$ cat config.mk
export PLATFORM = sky130hd
export DESIGN_NAME = memc_collect_flat
export DESIGN_NICKNAME = d
export VERILOG_FILES = /design/src/rtl/memc_collect_if.sv /design/src/rtl/memc_collect.sv /design/src/flat_wrapper.sv
export SDC_FILE = /design/constraint.sdc
export NUM_CORES = 2
export LEC_CHECK = 0
export BUFFER_PORTS_ARGS = -buffer_cell sky130_fd_sc_hd__buf_4
export CAP_MARGIN = 20
export CORE_MARGIN = 8
export CORE_UTILIZATION = 54
export CTS_CLUSTER_DIAMETER = 60
export CTS_CLUSTER_SIZE = 24
export DETAILED_ROUTE_END_ITERATION = 10
export GPL_ROUTABILITY_DRIVEN = 1
export PLACE_DENSITY = 0.72
export SLEW_MARGIN = 20
export SYNTH_ARGS = -nofsm -noshare
export SYNTH_HDL_FRONTEND = slang
export SYNTH_SLANG_ARGS = --single-unit
export TNS_END_PERCENT = 20
$ cat constraint.sdc
create_clock -name clk -period 2.14 [get_ports clk]
set_input_delay 0.214 -clock clk [delete_from_list [all_inputs] [get_ports clk]]
set_output_delay 0.214 -clock clk [all_outputs]
set_load 0.1 [all_outputs]
$ cat src/rtl/memc_collect_if.sv
// Port bundle for memc_collect: capture strobe/data, row read request and read-back row.
// Cin/Cout elements are signed two's-complement values of BITS_C bits, element j at [j].
interface memc_collect_if #(
    parameter int BITS_C = 16,
    parameter int DIM    = 8
);
    logic                          start;
    logic                          en;
    logic [DIM-1:0][BITS_C-1:0]    Cin;
    logic                          rd_en;
    logic [$clog2(DIM)-1:0]        Crow;
    logic [DIM-1:0][BITS_C-1:0]    Cout;
    logic                          Cout_valid;
    logic                          busy;
    logic                          done;

    modport master (
        output start, en, Cin, rd_en, Crow,
        input  Cout, Cout_valid, busy, done
    );

    modport slave (
        input  start, en, Cin, rd_en, Crow,
        output Cout, Cout_valid, busy, done
    );
endinterface

$ cat src/rtl/memc_collect.sv
// De-skews the diagonal C stream from the systolic array into a DIM x DIM matrix, then serves rows.
// Latency: one slice per en cycle; row read is registered, 1 cycle. No backpressure: en stalls capture.
// Build option MEMC_ACCUM_EN: capture adds into storage (mod 2^BITS_C) and start no longer clears it.
module memc_collect #(
    parameter int BITS_C = 16,
    parameter int DIM    = 8
) (
    input  logic            clk,
    input  logic            rst,
    memc_collect_if.slave   cif
);
    localparam int KW   = $clog2(2*DIM - 1);
    localparam int LAST = 2*DIM - 2;

    typedef enum logic [1:0] {IDLE, CAPTURE, DONE} state_t;

    state_t                                  state, state_nxt;
    logic [KW-1:0]                           k;
    logic [DIM-1:0][DIM-1:0][BITS_C-1:0]     mem;
    logic                                    clear;
    logic                                    consume;
    logic                                    read_ok;

    always_comb begin
        state_nxt = state;
        clear     = 1'b0;
        consume   = 1'b0;
        case (state)
            IDLE, DONE: begin
                // start wins over a coincident en; that slice is dropped
                if (cif.start) begin
                    state_nxt = CAPTURE;
                    clear     = 1'b1;
                end
            end
            CAPTURE: begin
                if (cif.en) begin
                    consume = 1'b1;
                    if (k == KW'(LAST))
                        state_nxt = DONE;
                end
            end
            default: state_nxt = IDLE;
        endcase
    end

    assign read_ok  = cif.rd_en && (state != CAPTURE);
    assign cif.busy = (state == CAPTURE);
    assign cif.done = (state == DONE);

    always_ff @(posedge clk) begin
        if (rst) begin
            state          <= IDLE;
            k              <= '0;
            mem            <= '0;
            cif.Cout       <= '0;
            cif.Cout_valid <= 1'b0;
        end else begin
            state <= state_nxt;

            if (clear)
                k <= '0;
            else if (consume)
                k <= k + 1'b1;

`ifndef MEMC_ACCUM_EN
            if (clear)
                mem <= '0;
`endif
            // slice k carries C[r][j] on column j exactly when r + j == k
            for (int r = 0; r < DIM; r++) begin
                for (int j = 0; j < DIM; j++) begin
                    if (consume && (int'(k) == r + j)) begin
`ifdef MEMC_ACCUM_EN
                        mem[r][j] <= mem[r][j] + cif.Cin[j];
`else
                        mem[r][j] <= cif.Cin[j];
`endif
                    end
                end
            end

            // reads sample pre-clear contents on a coincident start edge
            cif.Cout_valid <= read_ok;
            if (read_ok)
                cif.Cout <= mem[cif.Crow];
        end
    end
endmodule

$ cat src/flat_wrapper.sv
// flat-port wrapper written by rule: the top's interface ports become plain ports
module memc_collect_flat 
#(
    parameter int BITS_C = 16,
    parameter int DIM    = 8
)
  (clk, rst, cif_start, cif_en, cif_Cin, cif_rd_en, cif_Crow, cif_Cout, cif_Cout_valid, cif_busy, cif_done);
  memc_collect_if #(.BITS_C(BITS_C), .DIM(DIM)) cif_i ();
  input  logic clk;
  input  logic rst;
  input wire logic [$bits(cif_i.start)-1:0] cif_start;
  input wire logic [$bits(cif_i.en)-1:0] cif_en;
  input wire logic [$bits(cif_i.Cin)-1:0] cif_Cin;
  input wire logic [$bits(cif_i.rd_en)-1:0] cif_rd_en;
  input wire logic [$bits(cif_i.Crow)-1:0] cif_Crow;
  output wire logic [$bits(cif_i.Cout)-1:0] cif_Cout;
  output wire logic [$bits(cif_i.Cout_valid)-1:0] cif_Cout_valid;
  output wire logic [$bits(cif_i.busy)-1:0] cif_busy;
  output wire logic [$bits(cif_i.done)-1:0] cif_done;
  assign cif_i.start = cif_start;
  assign cif_i.en = cif_en;
  assign cif_i.Cin = cif_Cin;
  assign cif_i.rd_en = cif_rd_en;
  assign cif_i.Crow = cif_Crow;
  assign cif_Cout = cif_i.Cout;
  assign cif_Cout_valid = cif_i.Cout_valid;
  assign cif_busy = cif_i.busy;
  assign cif_done = cif_i.done;
  memc_collect #(.BITS_C(BITS_C), .DIM(DIM)) u_core (.clk(clk), .rst(rst), .cif(cif_i));
endmodule
==> key figures <==
Synthesis
  • Number of enable-type register cells in the synthesized netlist: 0
  • Total number of yosys warnings: 0
  • Area contributors post-synth: sky130_fd_sc_hd__dfxtp_1 46%, sky130_fd_sc_hd__a21oi_1 11%, sky130_fd_sc_hd__mux2i_1 10%
  • Netlist area before placement: slightly above 0.05 mm2
  • Share of the synthesized area in the top cell type: 45.7%
  • Syn Inst Count: 6,217
  • List of most frequent post-synthesis cells: 1,159 x sky130_fd_sc_hd__dfxtp_1, 1,154 x sky130_fd_sc_hd__a21oi_1, 1,030 x sky130_fd_sc_hd__nand2_1, 754 x sky130_fd_sc_hd__nand3_1, 513 x sky130_fd_sc_hd__mux2i_1
  • Post-synth net total: between 6,000 and 7,000
  • FFs w/ async S/R, synth: 0%
  • Largest area contributor in the synthesized netlist: sky130_fd_sc_hd__dfxtp_1
  • Syn Area/Cell: just over 8 um2
  • Proportion of synthesized chip area in sequential cells: a little under half
  • Most frequently used flop master after synthesis: sky130_fd_sc_hd__dfxtp_1
  • Count of different cell masters after synthesis: 32
  • FF+latch count, synth: roughly 1,200
  • Most numerous cell in the Yosys netlist: sky130_fd_sc_hd__dfxtp_1

STA
  • Worst-case clock skew: ~0.050 ns
  • Max Clk Rate: roughly 490 MHz
  • Final setup slack of the worst path: ~0.086 ns
  • Worst slew pin tran: 0.722 ns
  • Slew headroom: 51.8%
  • Final max-slew violation count: 0
  • Setup violation total in the final timing report: 0
  • Final clock period utilization by the worst path: around 96%
  • Final Hold Violating Endpoints: 0
  • Post-route minimum period: 2.05 ns

Cells and area
  • Area added between synthesis and finish: 16.7%
  • Register Area: between 0.02 and 0.025 mm2
  • Number of nets at the end of the flow: ~6,300
  • Area taken by multi-input logic gates: ~0.024 mm2
  • Share of post-route cells with drive strength above 1: around 11%
  • Number of filler instances in the final layout: a little under 8,000

Global route
  • Pin count of the biggest net entering global routing: between 100 and 150
  • Overflow left after global routing: 0
  • Antenna violations before repair: 11
  • Number of global-route vias before repair: 44,700
  • GRT Resource Usage Total: between 20 and 30%
  • First-pass GRT wire length: 255,000 um

Power
  • Worst ir drop on vdd: roughly 0.00078 V
  • Power density over cell area: 789 mW/mm2
  • Total Power: 46.7 mW
  • Static Leak: roughly 21 nW

Run status
  • Result of the run: complete, no violations

Drt
  • Drt wl/cell: 21.8 um
  • Initial DRC count: a little under 6,000
  • Routed via count divided by cell count: between 6 and 7
  • Detailed-route via count: about 47,000
  • Remaining DRCs: 0
  • Total routed wirelength: about 160,000 um
  • Initial DRT Pass Iterations: 6
  • Count of antenna-violating nets left after detailed routing: 0

Floorplan
  • Die Footprint: 0.104 mm2
  • Num ports: about 270
  • Starting utilization of the core area: a little over half
  • Core area: 0.0933 mm2
  • Die extent in x: roughly 320 um
  • Number of placement rows: approximately 110
  • Chip height: about 320 um

Min path
  • HP Class: in2reg

Placed design
  • Pre-CTS setup slack: roughly 0.027 ns
  • Dpl hpwl: about 95,000 um
  • Last weighted congestion value of the routability-driven placer: between 0.8 and 0.9
  • Count of input and output buffers: roughly 270

Critical path
  • Arrival time at the worst endpoint: 2.65 ns
  • Largest fanout of any net on the critical path: between 50 and 60
  • Endpoint type of the worst setup path: flop
  • Worst Setup Path Type: reg2reg
  • Critical Path RT: about 2.7 ns
  • Setup crit start kind: flop

Flow run
  • Maximum capacitance violations: 0

Clock network
  • Sinks on the clock net: 1,159
  • Clock transition time at the flip-flop clock pins of the worst setup and hold paths: approximately 0.08 ns
  • Clock insertion delay at the later pin of the skew report: slightly above 0.7 ns
  • Maximum clock insertion buffer count: 3
  • Total clock buffers created by CTS: 93
  • TritonCTS clock tree: yes
  • Number of H-tree branching levels: 3
  • Root buf cell: sky130_fd_sc_hd__clkbuf_16
[cells in the final DEF (no fill, tap or decap), types with 3 or more instances in the layout]
cell type,count
sky130_fd_sc_hd__nor2_4,12
sky130_fd_sc_hd__a21oi_1,1154
sky130_fd_sc_hd__inv_12,11
sky130_fd_sc_hd__inv_8,7
sky130_fd_sc_hd__buf_6,3
sky130_fd_sc_hd__clkbuf_1,5
sky130_fd_sc_hd__inv_6,11
sky130_fd_sc_hd__nor2_1,130
sky130_fd_sc_hd__ha_1,4
sky130_fd_sc_hd__a22oi_1,256
sky130_fd_sc_hd__diode_2,11
sky130_fd_sc_hd__nor2_2,4
sky130_fd_sc_hd__nand3_1,754
sky130_fd_sc_hd__nor3_1,131
sky130_fd_sc_hd__clkinv_4,4
sky130_fd_sc_hd__nand2_1,1027
sky130_fd_sc_hd__clkinv_8,19
sky130_fd_sc_hd__clkinvlp_4,7
sky130_fd_sc_hd__or2_2,3
sky130_fd_sc_hd__buf_12,131
sky130_fd_sc_hd__inv_16,8
sky130_fd_sc_hd__nor2b_4,4
sky130_fd_sc_hd__or2_4,6
sky130_fd_sc_hd__dfxtp_1,1158
sky130_fd_sc_hd__o211ai_1,272
sky130_fd_sc_hd__clkbuf_16,95
sky130_fd_sc_hd__buf_4,369
sky130_fd_sc_hd__clkinv_2,3
sky130_fd_sc_hd__mux2i_1,513
sky130_fd_sc_hd__dlygate4sd3_1,131
sky130_fd_sc_hd__bufinv_16,3
[what timing repair did]
| item | 4_1_cts | 5_1_grt |
|---|---|---|
| setup endpoints to repair | 1 | 68 |
| gates cloned | 0 | 1 |
| gates resized for setup | 1 | 6 |
| setup buffers | 0 | 3 |
| endpoints found under the hold margin | 1028 | 0 |
| pin swaps | 0 | 3 |
| hold buffers | 131 | 0 |
[worst max-delay path, stage by stage, from the launching register on]
cell	delay, ns
sky130_fd_sc_hd__dfxtp_1	0.45
sky130_fd_sc_hd__nand4bb_4	0.28
sky130_fd_sc_hd__buf_16	0.33
sky130_fd_sc_hd__or2_4	0.28
sky130_fd_sc_hd__buf_16	0.29
sky130_fd_sc_hd__nand3_1	0.12
sky130_fd_sc_hd__a21oi_1	0.15
[where the power goes]
group / total, mW / internal [mW] / switching, mW / leakage (nW)
logic: 5.70 / 1.61 / 4.09 / 9.54
registers: 21.9 / 21.8 / 0.137 / 9.36
clock network: 19.1 / 9.31 / 9.81 / 1.64
total: 46.7 / 32.7 / 14.0 / 20.5
[area by class of cell]
class | instances | area share, %
Clock inverter | 74 | 1.76
Antenna cell | 11 | 0.0464
Tap cell | 1254 | 2.65
Clock buffer | 100 | 4.04
Inverter | 2 | 0.0127
Sequential cell | 1159 | 39.2
Timing Repair Buffer | 638 | 11.5
Multi-Input combinational cell | 4291 | 40.8
[routing by layer]
layer  global-route usage (%)  part of all wire (%)  vias up
met4                     10.1                   2.9        4
li1                         -                     -    21700
met2                     47.9                    46     2271
met5                        0                 0.013        -
met1                     40.6                    41    22900
met3                     5.16                   9.2      349
[logic make-up (layout without fill, tap and decap cells)]
| family | after synthesis | in the layout | share of synthesized area, % |
|---|---|---|---|
| other cells | 0 | 11 | 0 |
| buf+inv | 768 | 814 | 7.08 |
| simple gates | 2086 | 2087 | 17.8 |
| flops | 1159 | 1159 | 45.7 |
| xor+xnor | 2 | 2 | 0.0345 |
| fa+ha+maj | 4 | 4 | 0.0985 |
| compound gates | 1685 | 1685 | 19.2 |
| mux | 513 | 513 | 10.1 |
[stage by stage]
step / area [um2] / hold slack, ns / cells / setup TNS (ns) / utilization (%)
3_3_place_gp: 54400 / 0.451 / 7209 / 0 / 58.3
2_1_floorplan: 50800 / 0.396 / 6217 / -0.000661 / -
5_1_grt: 59300 / 0.230 / 7525 / -0.00851 / 63.5
6_report: 59300 / 0.192 / 7529 / 0 / 63.5
3_5_place_dp: 54400 / 0.457 / 7209 / 0 / 58.3
4_1_cts: 59200 / 0.159 / 7514 / 0 / 63.4
[path summary, 6_finish.rpt]
path                            slack (ns)                   end  depth (start not counted)            start
worst max-delay path                  0.09       u_core.mem[587]                          6      u_core.k[2]
worst min-delay path                  0.19  u_core.cif.Cout[118]                          5      cif_Crow[1]
worst max register to register        0.09       u_core.mem[587]                          6      u_core.k[2]
worst min register to register        0.47       u_core.mem[325]                          2  u_core.mem[325]
[flip-flops by register name, indices dropped and copies added (netlist names)]
register               cells
u_core.cif.Cout          128
u_core.cif.Cout_valid      1
u_core.k                   4
u_core.mem              1024
u_core.state               2
No activity file was read; power rests on OpenSTA's default activity.
